$ cat config.mk
export PLATFORM = sky130hd
export DESIGN_NAME = fetch_stage
export DESIGN_NICKNAME = d
export VERILOG_FILES = /design/src/rtl/fetch_stage.sv
export SDC_FILE = /design/constraint.sdc
export NUM_CORES = 1
export LEC_CHECK = 0
export CAP_MARGIN = 40
export CORE_MARGIN = 10
export CORE_UTILIZATION = 55
export CTS_CLUSTER_SIZE = 40
export DETAILED_ROUTE_END_ITERATION = 10
export MAX_ROUTING_LAYER = met4
export PLACE_DENSITY = 0.85
export SLEW_MARGIN = 20
export SYNTH_ARGS = -nofsm -noshare
export SYNTH_HDL_FRONTEND = slang
export SYNTH_SLANG_ARGS = --single-unit
$ cat constraint.sdc
create_clock -name clk -period 7.88 [get_ports clk]
set_input_delay 1.576 -clock clk [delete_from_list [all_inputs] [get_ports clk]]
set_output_delay 1.576 -clock clk [all_outputs]
set_load 0.02 [all_outputs]
$ cat src/rtl/fetch_stage.sv
// IF stage: PC register, instruction-memory request handshake and IF/ID register.
// Optional macro FETCH_PERF_CNT_EN adds saturating stall/flush event counters.
module fetch_stage #(
    parameter logic [31:0] RESET_PC  = 32'h0000_0000,
    parameter logic [31:0] NOP_INSTR = 32'h0000_0013
) (
    input  logic        clk,
    input  logic        rst,
    input  logic        stall,
    input  logic        flush,
    input  logic [31:0] redirect_pc,
    output logic        imem_req,
    output logic [31:0] imem_addr,
    input  logic        imem_ready,
    input  logic [31:0] imem_rdata,
    output logic [31:0] IF_ID_pc,
    output logic [31:0] IF_ID_instr,
    output logic        IF_ID_valid
`ifdef FETCH_PERF_CNT_EN
    ,
    output logic [31:0] stall_cycles,
    output logic [31:0] flush_count
`endif
);

    typedef enum logic [1:0] {
        S_FETCH = 2'd0,
        S_HOLD  = 2'd1,
        S_DROP  = 2'd2
    } state_t;

    state_t      state;
    logic [31:0] pc;
    logic [31:0] drop_addr;
    logic [31:0] buf_pc;
    logic [31:0] buf_instr;
    logic        buf_vld;
    logic        accept;
    logic [31:0] redirect_aligned;

    assign imem_req         = ~rst & (state != S_HOLD);
    assign imem_addr        = (state == S_DROP) ? drop_addr : pc;
    assign accept           = imem_req & imem_ready;
    assign redirect_aligned = {redirect_pc[31:2], 2'b00};

    // Control path: state, PC and IF/ID register
    always_ff @(posedge clk or posedge rst) begin
        if (rst) begin
            state       <= S_FETCH;
            pc          <= RESET_PC;
            buf_vld     <= 1'b0;
            IF_ID_pc    <= 32'h0000_0000;
            IF_ID_instr <= NOP_INSTR;
            IF_ID_valid <= 1'b0;
        end else if (flush) begin
            pc          <= redirect_aligned;
            buf_vld     <= 1'b0;
            IF_ID_instr <= NOP_INSTR;
            IF_ID_valid <= 1'b0;
            // An unaccepted request must still be retired before the new target is issued.
            if (state != S_HOLD && !accept)
                state <= S_DROP;
            else
                state <= S_FETCH;
        end else begin
            case (state)
                S_FETCH: begin
                    if (accept) begin
                        pc <= pc + 32'd4;
                        if (stall) begin
                            buf_vld <= 1'b1;
                            state   <= S_HOLD;
                        end else begin
                            IF_ID_pc    <= pc;
                            IF_ID_instr <= imem_rdata;
                            IF_ID_valid <= 1'b1;
                        end
                    end else if (!stall) begin
                        IF_ID_instr <= NOP_INSTR;
                        IF_ID_valid <= 1'b0;
                    end
                end
                S_HOLD: begin
                    if (!stall) begin
                        IF_ID_pc    <= buf_pc;
                        IF_ID_instr <= buf_vld ? buf_instr : NOP_INSTR;
                        IF_ID_valid <= buf_vld;
                        buf_vld     <= 1'b0;
                        state       <= S_FETCH;
                    end
                end
                S_DROP: begin
                    if (accept)
                        state <= S_FETCH;
                end
                default: state <= S_FETCH;
            endcase
        end
    end

    // Data path: skid buffer and stale-address latch, qualified by control
    always_ff @(posedge clk) begin
        if (!flush && state == S_FETCH && accept && stall) begin
            buf_pc    <= pc;
            buf_instr <= imem_rdata;
        end
        if (flush && state == S_FETCH && !accept)
            drop_addr <= pc;
    end

`ifdef FETCH_PERF_CNT_EN
    function automatic logic [31:0] sat_inc(input logic [31:0] v);
        return (v == 32'hFFFF_FFFF) ? v : v + 32'd1;
    endfunction

    always_ff @(posedge clk or posedge rst) begin
        if (rst) begin
            stall_cycles <= 32'h0000_0000;
            flush_count  <= 32'h0000_0000;
        end else begin
            if (stall)
                stall_cycles <= sat_inc(stall_cycles);
            if (flush)
                flush_count <= sat_inc(flush_count);
        end
    end
`endif

endmodule

==> flow_summary.json <==
{
  "syn_area_sq_mm": 0.007994,
  "tritoncts": "yes",
  "die_area_sq_mm": 0.01976,
  "drt-initial-drc-count": 452,
  "grt_pass1_wl_um": 32210,
  "synth.largest_area_cell": "edfxtp_1",
  "syn_inst": 651,
  "yosysWarningCount": 0,
  "fill_cells": 955,
  "port_buffers": 160,
  "core_area_sq_mm": 0.01437,
  "holdBufCountCts": 0,
  "vias": 5836,
  "final_util": 0.7198,
  "final_common_cell": "clkdlybuf4s50_1",
  "fin_nets": 867,
  "clock_sinks": 188,
  "drc": 0,
  "hold_depth": 2,
  "hold_viol": 0,
  "num_rows": 44,
  "cpPeakStageDelay_ns": 0.62,
  "avgSynthCellArea_sq_um": 12.28,
  "synth_seq_cells": 188,
  "finalCriticalPeriod_ns": 4.511,
  "slew-limit-headroom": 0.4894,
  "antenna-diode-count": 0,
  "grtUsageTotal": 0.2096,
  "start_util": 0.5563,
  "reg2regPathDepth": 3,
  "antenna_left": 0,
  "grt_max_degree": 72,
  "cp_common_cell": "clkdlybuf4s50_1",
  "tns_ns": 0,
  "wl_per_cell_um": 20.41,
  "cts-htree-levels": 4,
  "wirelength_um": 20290,
  "cts_resized": 0,
  "grt_overflow": 0,
  "power_uw": 2440,
  "gp_congestion": 0.8267,
  "critical-path-slowest-cell": "clkdlybuf4s50_1",
  "cts_buffers": 17,
  "async_flop_share": 0.5106,
  "viasPerCell": 5.871,
  "max_freq_mhz": 221.7,
  "synth_top_area_frac": 0.3456,
  "setup_viol": 0,
  "power_density_mw_per_mm2": 235.9,
  "rsz0062_at_grt": "no",
  "peakVddDrop_mv": 0.2042,
  "grt_pass1_vias": 5922,
  "crit_family": "buffers and inverters",
  "crit_buf_inv": 2,
  "ios": 167,
  "finClkSkew_ns": 0.005679,
  "clk_path_buf_depth": 2,
  "tightest_slew_ns": 0.7626,
  "multi_input_area_sq_mm": 0.002624,
  "ys_seq_area_frac": 0.6466,
  "p_leak_uw": 0.003972,
  "crit_chain": "clkdlybuf4s50_1 > nor2_1 > clkdlybuf4s50_1",
  "synth-edff-count": 92,
  "die_h_um": 140.6,
  "antenna_found_initial": 0,
  "yosysUniqueCellTypes": 39,
  "path_class": "input port to primary output",
  "drv_cap": 0,
  "final_cell_mix": "clkdlybuf4s50_1, dfrtp_1, nand2_1, edfxtp_1, o21ai_0",
  "post_cts_buffers": 0,
  "synth_flop_cell": "dfrtp_1",
  "hold_class": "register to register",
  "critical_path_depth": 3,
  "arrival_ns": 2.93,
  "dr.pass1.iters": 6,
  "clkTransAtPathRegs_ns": 0.07,
  "post-route-period-util": 0.5724,
  "crit_fanout": 4,
  "place_inst": 960,
  "status": "finished clean",
  "drive_gt1_frac": 0.1025,
  "finalMaxSlewViolations": 0,
  "dieWidth_um": 140.6,
  "startpoint_type": "input port",
  "synthTopCellsByArea": "edfxtp_1, dfrtp_1, mux2i_1",
  "fin_cells": 994,
  "required_ns": 6.30,
  "clockRootBuffer": "clkbuf_16",
  "endpoint_kind": "primary output",
  "seq_area_sq_mm": 0.005169,
  "insertion_delay_ns": 0.43,
  "dp_hpwl_um": 13580,
  "area_growth_pct": 29.38
}
## cell families after synthesis
group           Yosys count  share of synthesized area
other cells               1                  0.0004691
flops                   188                     0.6466
xor+xnor                  7                   0.007670
buf+inv                  52                    0.02974
simple gates            195                     0.1210
mux                      76                    0.09955
compound gates          130                    0.09219
fa+ha+maj                 2                   0.002817
## cell usage after synthesis (2+ instances only)
| master | instances |
|---|---|
| edfxtp_1 | 92 |
| a31oi_1 | 22 |
| nand4_1 | 9 |
| and2_1 | 3 |
| o21ai_0 | 74 |
| mux2i_1 | 48 |
| clkbuf_1 | 30 |
| buf_1 | 5 |
| nor2_1 | 32 |
| or3_1 | 2 |
| buf_6 | 3 |
| xnor2_1 | 2 |
| nand2_1 | 92 |
| dfrtp_1 | 93 |
| and4_1 | 6 |
| o31ai_1 | 15 |
| xor2_1 | 5 |
| a21oi_1 | 12 |
| nand3_1 | 12 |
| o211ai_1 | 5 |
| buf_2 | 4 |
| or4_1 | 20 |
| buf_4 | 4 |
| inv_1 | 5 |
| dfstp_2 | 3 |
| mux2_2 | 28 |
| and3_1 | 12 |
| nor2b_1 | 2 |
## through the flow
step	hold WS (ns)	instance area, sq um	setup slack (ns)
after global placement	0.4600	9694	3.010
after floorplan	0.4368	8005	2.496
after detailed placement	0.4726	9737	2.939
after global routing	0.4946	10340	3.304
after CTS	0.4883	10320	3.382
final	0.4823	10340	3.369
## where the power goes
group | switching [uW] | total (uW) | internal, uW
Sequential | 67.3 | 1180 | 1110
Clock | 389 | 836 | 447
Combinational | 224 | 426 | 202
Total | 680 | 2440 | 1760
## flip-flops by register name, indices dropped and copies added, names as in the netlist
| signal | flops |
|---|---|
| pc | 30 |
| IF_ID_pc | 30 |
| buf_instr | 32 |
| buf_vld | 1 |
| state | 2 |
| IF_ID_valid | 1 |
| IF_ID_instr | 32 |
| buf_pc | 30 |
| drop_addr | 30 |
## final timing paths
check / slack [ns] / to / from
hold / removal: 0.48 / IF_ID_pc[15]$_DFFE_PP0P_ / IF_ID_pc[15]$_DFFE_PP0P_
setup / recovery: 3.37 / imem_req / rst
setup reg to reg: 5.00 / buf_pc[14]$_DFFE_PP_ / state[0]$_DFFE_PP0P_
max in group asynchronous: 5.03 / pc[19]$_DFFE_PP0P_ / rst
min in group asynchronous: 1.74 / IF_ID_instr[17]$_DFFE_PP0P_ / rst
hold reg to reg: 0.48 / IF_ID_pc[15]$_DFFE_PP0P_ / IF_ID_pc[15]$_DFFE_PP0P_
## metal layers
layer / track usage / wire (um)
met5: - / 0
met4: 0.09185 / 539
met3: 0.05240 / 1498
met2: 0.3217 / 9897
met1: 0.2588 / 8354
## final cells by class
class                           count  area share
Clock buffer                       17     0.04113
Clock inverter                     15     0.01524
Inverter                            6    0.002420
Multi-Input combinational cell    414      0.2537
Sequential cell                   188      0.4998
Tap cell                          184     0.02226
Timing Repair Buffer              170      0.1655
## tightest hold or removal path, stage by stage, from the launching register on
cell     delay (ns)
dfrtp_1        0.34
nand2_1        0.05
o21ai_0        0.06
(Power assumes the default switching activity.)
==> patch: new RTL, same flow settings <==
Build with the macro `FETCH_PERF_CNT_EN` defined.
--- a/src/rtl/fetch_stage.sv
+++ b/src/rtl/fetch_stage.sv
@@ -1,5 +1,7 @@
 // IF stage: PC register, instruction-memory request handshake and IF/ID register.
 // Optional macro FETCH_PERF_CNT_EN adds saturating stall/flush event counters.
+`define FETCH_PERF_CNT_EN
+
 module fetch_stage #(
     parameter logic [31:0] RESET_PC  = 32'h0000_0000,
     parameter logic [31:0] NOP_INSTR = 32'h0000_0013
Check against the original RTL (old outputs only; new: flush_count and stall_cycles): equivalent (Yosys induction, for registers that start in step).
==> patch against the original RTL <==
  * Sequential cell count increased by 64
  * Cell count increased by 44%
  * Setup slack improved by 24 ps
  * Area after synthesis increased by 36%
  * Via count increased by 40%
  * Count of clock-buffer cells in the layout increased by 18
  * Cell area increased by 39%
  * Clock skew increased by 4.2 ps
  * Wire length increased by 42%
  * Power increased by 42%
  * Largest power group unchanged
==> patch: results (changes against the original RTL) <==
[synth]
synth_commonest_cells = dfrtp_1, nand2_1, edfxtp_1, o21ai_0, xor2_1
avgSynthCellArea_um2 = 11.8  ; -3.7%
ys_types = 55  ; +41%
synth_edf_count = 92  ; unchanged
yosysWarnings = 0  ; unchanged
yosysSeqAreaShare_pct = 62.1  ; -2.5 points
yosys-top-cells-area = dfrtp_1, edfxtp_1, nand2_1, o21ai_0, xor2_1
synth-async-reset-ratio_pct = 63.5  ; +12 points

[critical_path]
crit_fanout = 4  ; unchanged
worstRegToRegCells = 6  ; +3
arrival_ps = 2910  ; -20 ps

[grt]
antenna_found_initial = 4  ; +4
grt_max_degree = 63  ; -13%
grtUsageTotal_pct = 22.5  ; +1.5 points
grt_pass1_wl_mm = 46.3  ; +44%
grt_pass1_vias = 8328  ; +41%

[cts]
clockBufferDepth = 3  ; +1
cts_buffers = 26  ; +9
ctsHtreeMaxLevel = 1  ; -3
cts_root_buf = clkbuf_16
post_cts_resized = 0  ; unchanged
post_cts_buffers = 0  ; unchanged
insertion_delay_ps = 510  ; +80 ps
clk_pin_slew_worst_paths_ps = 60

[power_and_ir_drop]
power_frac_seq_pct = 46.0  ; -2.3 points
p_sw_share_pct = 27.7  ; -0.20 points
clkPwrFrac_pct = 35.4  ; +1.1 points
p_leak_nw = 5.66  ; +42%
ir_worst_vdd_mv = 0.177  ; -13%

[placement]
hpwl_mm = 20.0  ; +47%
place_inst = 1383  ; +44%
gp_congestion = 0.853  ; +3.2%
port_buffers = 224  ; +40%

[timing]
finClkSkew_ps = 9.86  ; +4.18 ps
slew_headroom_pct = 42.8  ; -6.2 points

[routing]
wl_per_cell_um = 20.0  ; -1.8%
viasPerCell = 5.69  ; -3.1%
first_iter_violations = 448  ; -0.88%
vias = 8172  ; +40%
dr.pass1.iters = 5  ; -1

[min_path]
hold_path.class = register to register
min_path_cells = 2  ; unchanged

[finish]
final_layout_size_suffix_gt1_share_pct = 9.60  ; -0.65 points
final_nets = 1219  ; +41%

[run_status]
status = completed

patch: cells by family after synthesis:
family / after synthesis / share of synthesized area, %
xor+xnor: 77 / 6.19
simple gates: 315 / 14.9
fa+ha+maj: 3 / 0.344
compound gates: 162 / 8.75
flops: 252 / 62.1
other cells: 1 / 0.0344
buf+inv: 57 / 2.30
mux: 55 / 5.37
patch: final timing paths:
| kind | from | end | slack, ps |
|---|---|---|---|
| max in group asynchronous | rst | IF_ID_instr[0] | 5310 |
| worst max register to register | state[0] | drop_addr[10] | 5030 |
| worst min-delay path | IF_ID_valid | IF_ID_valid | 480 |
| worst max-delay path | rst | imem_req | 3390 |
| worst min register to register | IF_ID_valid | IF_ID_valid | 480 |
| min in group asynchronous | rst | buf_vld | 1550 |
patch: cell type report:
| type | instances | area (um^2) |
|---|---|---|
| fill | 1283 | 5100 |
| sequential | 252 | 6770 |
| clock inverter | 13 | 123 |
| multi-input combinational | 616 | 3930 |
| tap | 265 | 332 |
| inverter | 13 | 53.8 |
| antenna | 4 | 10.0 |
| clock buffer | 35 | 746 |
| timing repair buffer | 238 | 2400 |
patch: per-layer routing:
layer	GRT usage (%)	up-vias	routed length [um]	part of all wire (%)
met5	-	-	0	0
met4	8.89	0	1070	3.7
met3	5.73	64	2080	7.2
met2	35.4	258	13900	48
met1	27.5	4055	11800	41
li1	-	3795	-	-
patch: metrics by stage:
step                      cell area (um^2)  setup WS [ps]  power (mW)  util (%)
after floorplan                      10900           1990        1.92         -
after global routing                 14400           3350        3.61      73.8
after CTS                            14300           3390        3.49      73.7
after detailed placement             13500           3390        2.27      69.3
final                                14400           3390        3.47      73.8
after global placement               13400           3400        2.24      68.8
patch: critical path, cell delays in order:
cell             delay, ps
clkdlybuf4s50_1        550
nor2_1                 170
clkdlybuf4s50_1        620
